**config.mk**
```make
export PLATFORM = sky130hd
export DESIGN_NAME = led_array_engine
export DESIGN_NICKNAME = d
export VERILOG_FILES = /design/src/rtl/led_engine_pkg.sv /design/src/rtl/led_array_engine_channel.sv /design/src/rtl/led_array_engine.sv
export SDC_FILE = /design/constraint.sdc
export NUM_CORES = 1
export LEC_CHECK = 0
export CAP_MARGIN = 15
export CORE_ASPECT_RATIO = 1.75
export CORE_MARGIN = 3
export CORE_UTILIZATION = 50
export DETAILED_ROUTE_END_ITERATION = 8
export PLACE_DENSITY = 0.66
export SKIP_CTS_REPAIR_TIMING = 1
export SLEW_MARGIN = 20
export SYNTH_ARGS = -nofsm -noshare
export SYNTH_HDL_FRONTEND = slang
export SYNTH_SLANG_ARGS = --single-unit
export TNS_END_PERCENT = 5
```
**constraint.sdc**
```tcl
create_clock -name clk -period 4.4 [get_ports clk]
set_input_delay 0.88 -clock clk [delete_from_list [all_inputs] [get_ports clk]]
set_output_delay 0.88 -clock clk [all_outputs]
set_load 0.1 [all_outputs]
```
**src/rtl/led_engine_pkg.sv**
```systemverilog
// Shared definitions for the LED pulse stretcher/blinker: channel mode
// encodings and a constant-function log2 used to size narrow counters.
package led_engine_pkg;

  localparam logic [1:0] MODE_OFF     = 2'b00;
  localparam logic [1:0] MODE_STRETCH = 2'b01;
  localparam logic [1:0] MODE_ONESHOT = 2'b10;
  localparam logic [1:0] MODE_BLINK   = 2'b11;

  // Ceiling log2; returns 0 for v <= 1.
  function automatic int unsigned clog2(input longint unsigned v);
    int unsigned     r;
    longint unsigned x;
    r = 0;
    x = 1;
    while (x < v) begin
      x = x << 1;
      r = r + 1;
    end
    return r;
  endfunction

endpackage

```
**src/rtl/led_array_engine_channel.sv**
```systemverilog
// One LED channel: edge detect, mode tracking, tick-driven countdown for
// stretch/oneshot and a phase counter for blink bursts.
module led_channel
  import led_engine_pkg::*;
#(
  parameter int unsigned CNTW    = 32,
  parameter int unsigned STRETCH = 12500000,
  parameter int unsigned PHASE   = 3125000,
  parameter int unsigned NBLINK  = 3
) (
  input  logic       clk,
  input  logic       rst_n,
  input  logic       tick,
  input  logic       trig,
  input  logic [1:0] mode,
  input  logic       lamp_test,
  output logic       led,
  output logic       active
);

  localparam int unsigned PHW_RAW = clog2(longint'(2 * NBLINK + 1));
  localparam int unsigned PHW     = (PHW_RAW == 0) ? 1 : PHW_RAW;

  localparam logic [CNTW-1:0] CNT_ONE     = CNTW'(1);
  localparam logic [CNTW-1:0] CNT_STRETCH = CNTW'(STRETCH);
  localparam logic [CNTW-1:0] CNT_PHASE   = CNTW'(PHASE);
  localparam logic [PHW-1:0]  PH_ONE      = PHW'(1);
  localparam logic [PHW-1:0]  PH_BURST    = PHW'(2 * NBLINK);

  logic            r_trig_d;
  logic [1:0]      r_mode_d;
  logic [CNTW-1:0] r_cnt;
  logic [PHW-1:0]  r_ph;
  logic            r_led;

  logic            w_rise;
  logic            w_mode_chg;
  logic [CNTW-1:0] w_cnt_n;
  logic [PHW-1:0]  w_ph_n;
  logic            w_on_n;
  logic            w_active_n;

  assign w_rise     = trig & ~r_trig_d;
  assign w_mode_chg = (mode != r_mode_d);

  // A load always beats a decrement landing on the same cycle.
  always_comb begin
    w_cnt_n = r_cnt;
    w_ph_n  = r_ph;
    if (w_mode_chg) begin
      w_cnt_n = '0;
      w_ph_n  = '0;
    end else begin
      case (mode)
        MODE_STRETCH: begin
          w_ph_n = '0;
          if (w_rise) begin
            w_cnt_n = CNT_STRETCH;
          end else if (tick && (r_cnt != '0)) begin
            w_cnt_n = r_cnt - CNT_ONE;
          end
        end
        MODE_ONESHOT: begin
          w_ph_n = '0;
          if (w_rise && (r_cnt == '0)) begin
            w_cnt_n = CNT_STRETCH;
          end else if (tick && (r_cnt != '0)) begin
            w_cnt_n = r_cnt - CNT_ONE;
          end
        end
        MODE_BLINK: begin
          if (w_rise) begin
            w_ph_n  = PH_BURST;
            w_cnt_n = CNT_PHASE;
          end else if (tick && (r_cnt != '0)) begin
            if (r_cnt == CNT_ONE) begin
              if (r_ph > PH_ONE) begin
                w_ph_n  = r_ph - PH_ONE;
                w_cnt_n = CNT_PHASE;
              end else begin
                w_ph_n  = '0;
                w_cnt_n = '0;
              end
            end else begin
              w_cnt_n = r_cnt - CNT_ONE;
            end
          end
        end
        default: begin
          w_cnt_n = '0;
          w_ph_n  = '0;
        end
      endcase
    end
  end

  // Blink phases count down from an even value, so even phases are lit.
  always_comb begin
    w_on_n     = 1'b0;
    w_active_n = 1'b0;
    if (mode == MODE_BLINK) begin
      w_active_n = (w_ph_n != '0);
      w_on_n     = (w_ph_n != '0) && !w_ph_n[0];
    end else begin
      w_active_n = (w_cnt_n != '0);
      w_on_n     = (w_cnt_n != '0);
    end
  end

  always_ff @(posedge clk or negedge rst_n) begin
    if (!rst_n) begin
      r_trig_d <= 1'b1;
      r_mode_d <= MODE_OFF;
      r_cnt    <= '0;
      r_ph     <= '0;
      r_led    <= 1'b0;
    end else begin
      r_trig_d <= trig;
      r_mode_d <= mode;
      r_cnt    <= w_cnt_n;
      r_ph     <= w_ph_n;
      r_led    <= lamp_test | w_on_n;
    end
  end

  assign led    = r_led;
  assign active = w_active_n;

endmodule

```
**src/rtl/led_array_engine.sv**
```systemverilog
// Multi-channel LED pulse stretcher/blinker: shared tick prescaler, one
// led_channel per LED and a registered busy summary.
module led_array_engine
  import led_engine_pkg::*;
#(
  parameter int unsigned NCH     = 4,
  parameter int unsigned PRESC   = 1,
  parameter int unsigned STRETCH = 12500000,
  parameter int unsigned PHASE   = 3125000,
  parameter int unsigned NBLINK  = 3,
  parameter int unsigned CNTW    = 32
) (
  input  logic             clk,
  input  logic             rst_n,
  input  logic [NCH-1:0]   trig,
  input  logic [2*NCH-1:0] mode,
  input  logic             lamp_test,
  output logic [NCH-1:0]   led,
  output logic             busy
);

  localparam longint unsigned MAX_LD = (STRETCH > PHASE) ? longint'(STRETCH) : longint'(PHASE);
  localparam int unsigned     PW_RAW = clog2(longint'(PRESC));
  localparam int unsigned     PW     = (PW_RAW == 0) ? 1 : PW_RAW;
  localparam logic [PW-1:0]   PRE_LAST = PW'(PRESC - 1);
  localparam logic [PW-1:0]   PRE_ONE  = PW'(1);

  if ((CNTW < 64) && ((MAX_LD >> CNTW) != 0)) begin : g_cntw_check
    $error("led_array_engine: CNTW too narrow for max(STRETCH, PHASE)");
  end
  if ((NCH < 1) || (NCH > 32) || (PRESC < 1) || (STRETCH < 1) || (PHASE < 1) || (NBLINK < 1)) begin : g_param_check
    $error("led_array_engine: parameter out of range");
  end

  logic [PW-1:0]  r_pre;
  logic           r_busy;
  logic           w_tick;
  logic [NCH-1:0] w_active;

  assign w_tick = (r_pre == PRE_LAST);

  always_ff @(posedge clk or negedge rst_n) begin
    if (!rst_n) begin
      r_pre <= '0;
    end else if (w_tick) begin
      r_pre <= '0;
    end else begin
      r_pre <= r_pre + PRE_ONE;
    end
  end

  for (genvar gi = 0; gi < NCH; gi++) begin : g_ch
    led_channel #(
      .CNTW    (CNTW),
      .STRETCH (STRETCH),
      .PHASE   (PHASE),
      .NBLINK  (NBLINK)
    ) u_ch (
      .clk       (clk),
      .rst_n     (rst_n),
      .tick      (w_tick),
      .trig      (trig[gi]),
      .mode      (mode[2*gi+1:2*gi]),
      .lamp_test (lamp_test),
      .led       (led[gi]),
      .active    (w_active[gi])
    );
  end

  // Lamp test drives the LEDs only; busy reflects real channel activity.
  always_ff @(posedge clk or negedge rst_n) begin
    if (!rst_n) begin
      r_busy <= 1'b0;
    end else begin
      r_busy <= |w_active;
    end
  end

  assign busy = r_busy;

endmodule

```
==> results.md <==
* I/O Buffers at 19
* Vias at 10.3k
* DR iter-0 viols at 970
* EDFF count, synth at 0
* Syn avg cell area at 8.33 sq um
* M1 WL at around 12000 microns
* H-Tree Level Count at 4
* Die height at between 200 and 250 microns
* Setup TNS at 0 ns
* Top FF cell, synth: dfrtp_1
* HP Class: input pin to async pin
* Synth warn at 0
* Worst setup EP type: flip-flop
* Yosys cell types at 88
* Status: completed
* WP data arrival at between 4 and 5 ns
* Skew final at 0.00666 ns
* Die Width at approximately 120 microns
* CTS sink count at 157
* Crit path max fanout at 18
* Clock Tree Buf Depth at 2
* Yosys reg bits at 157
* Initial antenna violation count at 0
* Final Critical Period at slightly above 4 ns
* Max-slew violation count at 0
* CTS buffer count at 17
* Initial core utilization at 51.5%
* Fraction of layout cells with a size suffix above 1 at approximately a tenth
* Mapped Nets at 1334
* Worst Max-Slew Pin Slew at 0.995 ns
* Gr usage total at 27.3%
* Worst slew margin at 33.4%
* Die ar. at 23600 sq um
* FP Rows at 70
* Grt ovf at 0
* Hpwl dp at approximately 24000 microns
* P&R area growth vs syn at 11.4%
* Met3 WL post-DR at 1440 microns
* F_max at 246 MHz
* Top Layer Used: met4
* Mapped cell area at between 10000 and 15000 sq um
* Clock tree from TritonCTS: built
* Largest net degree at the start of global routing at between 70 and 80
* Seq/Total Area, Yosys at between 30 and 40%
* Final worst hold slack at 0.442 ns
* Most common cell in the synthesized netlist: nor2_1
* Synth top area share at a little over a third
* First-pass GRT wire length at 52600 microns
* Setup CP Type: flip-flop to flip-flop
* First-pass DRT Iterations at 6
* Clock Latency Late Sink at 0.44 ns
* Syn Inst Count at 1303
* # DRC at 0
* Clk root buf: clkbuf_16
* RSZ-0062 raised after global routing: false
* I/O pins at 20
* Wirelength per Cell at 19.9 microns
* Synth async-reset ratio at 100%
* Most frequent cells after synthesis: nor2_1 (163), dfrtp_1 (153), nand2_1 (89)
* Synth area leader: dfrtp_1
* # diodes at 0
* CP Launch Type: flip-flop
* Post-DR vias/cell at around 6.4
* Routed WL at 32300 microns
* Clk slew on worst S/H paths at 0.06 ns
* Routed Antenna Nets at 0
* Top cells by area, synth: dfrtp_1 (35%), nor2_1 (5.6%), xnor2_1 (4.5%)
* Fin crit share at 92.3%
* Final hold vios at 0
* CP Data Required Time at 4.68 ns
* GPL Wtd Cong at between 1 and 1.5
* Final setup fails at 0
* Vias in the first global route at between 10k and 15k
* Met2 wire length at 16700 microns
* Core Area at 21100 sq um
* Max capacitance violation total at 0
* Final net count at 1350
==> logic make-up after synthesis <==
family | after synthesis | synth area share (%)
and+or+nand+nor | 631 | 32.0
AOI/OAI and AO/OA | 297 | 17.7
DFF | 157 | 36.2
buffers and inverters | 98 | 3.78
xor gates and xnor gates | 96 | 7.74
adders and majority gates | 16 | 1.84
muxes | 8 | 0.760
==> area by class of cell <==
type                       instances  area, sq um
fill                            1980         9010
multi-input combinational       1048         6520
sequential                       157         3930
timing repair buffer              59          504
clock buffer                      21          460
tap                              288          360
clock inverter                    10          186
inverter                          36          135
==> metal layers <==
layer | vias to the layer above | global-route usage [%]
li1 | 4823 | -
met1 | 4927 | 30.8
met2 | 411 | 49.0
met3 | 141 | 3.86
met4 | 0 | 15.4
met5 | - | 0
==> metrics by stage <==
| stage | area, sq um | cells | worst slack, ns | utilization (%) |
|---|---|---|---|---|
| after floorplan | 10900 | 1303 | 1.18 | - |
| after global placement | 11400 | 1588 | 0.304 | 54.2 |
| after detailed placement | 11400 | 1588 | 0.258 | 54.2 |
| after CTS | 12100 | 1619 | 0.371 | 57.3 |
| after global routing | 12100 | 1619 | 0.0494 | 57.3 |
| final | 12100 | 1619 | 0.341 | 57.3 |
==> registers in the layout, summed over array words and instances, names as in the netlist <==
register,cells
busy,1
g_ch.u_ch.r_trig_d,4
g_ch.u_ch.r_cnt,128
g_ch.u_ch.r_ph,12
g_ch.u_ch.r_mode_d,8
g_ch.u_ch.led,4
==> path summary, 6_finish.rpt <==
check | startpoint | end | slack [ns] | cells after the start
setup / recovery | g_ch[0].u_ch.r_cnt[0] | busy | 0.34 | 14
hold / removal | rst_n | g_ch[2].u_ch.r_cnt[14] | 0.44 | 1
setup reg to reg | g_ch[0].u_ch.r_cnt[0] | busy | 0.34 | 14
hold reg to reg | g_ch[1].u_ch.r_cnt[29] | g_ch[1].u_ch.r_cnt[29] | 0.53 | 2
max in group asynchronous | rst_n | g_ch[1].u_ch.r_cnt[15] | 3.05 | 2
min in group clk | g_ch[1].u_ch.r_cnt[29] | g_ch[1].u_ch.r_cnt[29] | 0.53 | 2
==> placed cells by master, fill, tap and decap left out, types with 6 or more instances in the layout <==
| cell | count |
|---|---|
| nand2b_1 | 21 |
| nor2b_1 | 18 |
| clkdlybuf4s50_1 | 18 |
| or4_1 | 25 |
| or2_2 | 12 |
| nor4_2 | 8 |
| o21ai_1 | 6 |
| clkbuf_16 | 17 |
| o22ai_1 | 8 |
| xnor2_1 | 56 |
| inv_1 | 36 |
| nor3b_1 | 10 |
| a211oi_1 | 11 |
| a21oi_1 | 86 |
| nand4_1 | 24 |
| dfrtp_1 | 153 |
| and4_1 | 9 |
| buf_4 | 39 |
| or3_1 | 27 |
| nor4_1 | 36 |
| nand2_1 | 89 |
| xor2_1 | 40 |
| nand3_1 | 45 |
| and3_1 | 15 |
| o21ai_0 | 61 |
| a21boi_0 | 6 |
| and2_1 | 15 |
| o31ai_1 | 15 |
| a31oi_1 | 25 |
| mux2i_1 | 6 |
| nand3b_1 | 8 |
| nor2_1 | 163 |
| ha_1 | 16 |
| nor3_1 | 72 |
==> critical path, stage by stage, from the launching register on <==
cell	delay, ns
dfrtp_1	0.44
inv_1	0.12
ha_1	0.35
nor4b_1	0.40
nand4_2	0.39
nor3_2	0.21
buf_4	0.26
nor3_1	0.15
nand2_1	0.11
xor2_1	0.15
nor2_1	0.08
or4_1	0.56
o31ai_1	0.38
buf_4	0.19
nand4_1	0.10
Power is left out: the tool's default activity adds up to more than one toggle a clock period on the data nets, which glitch-free logic cannot reach.
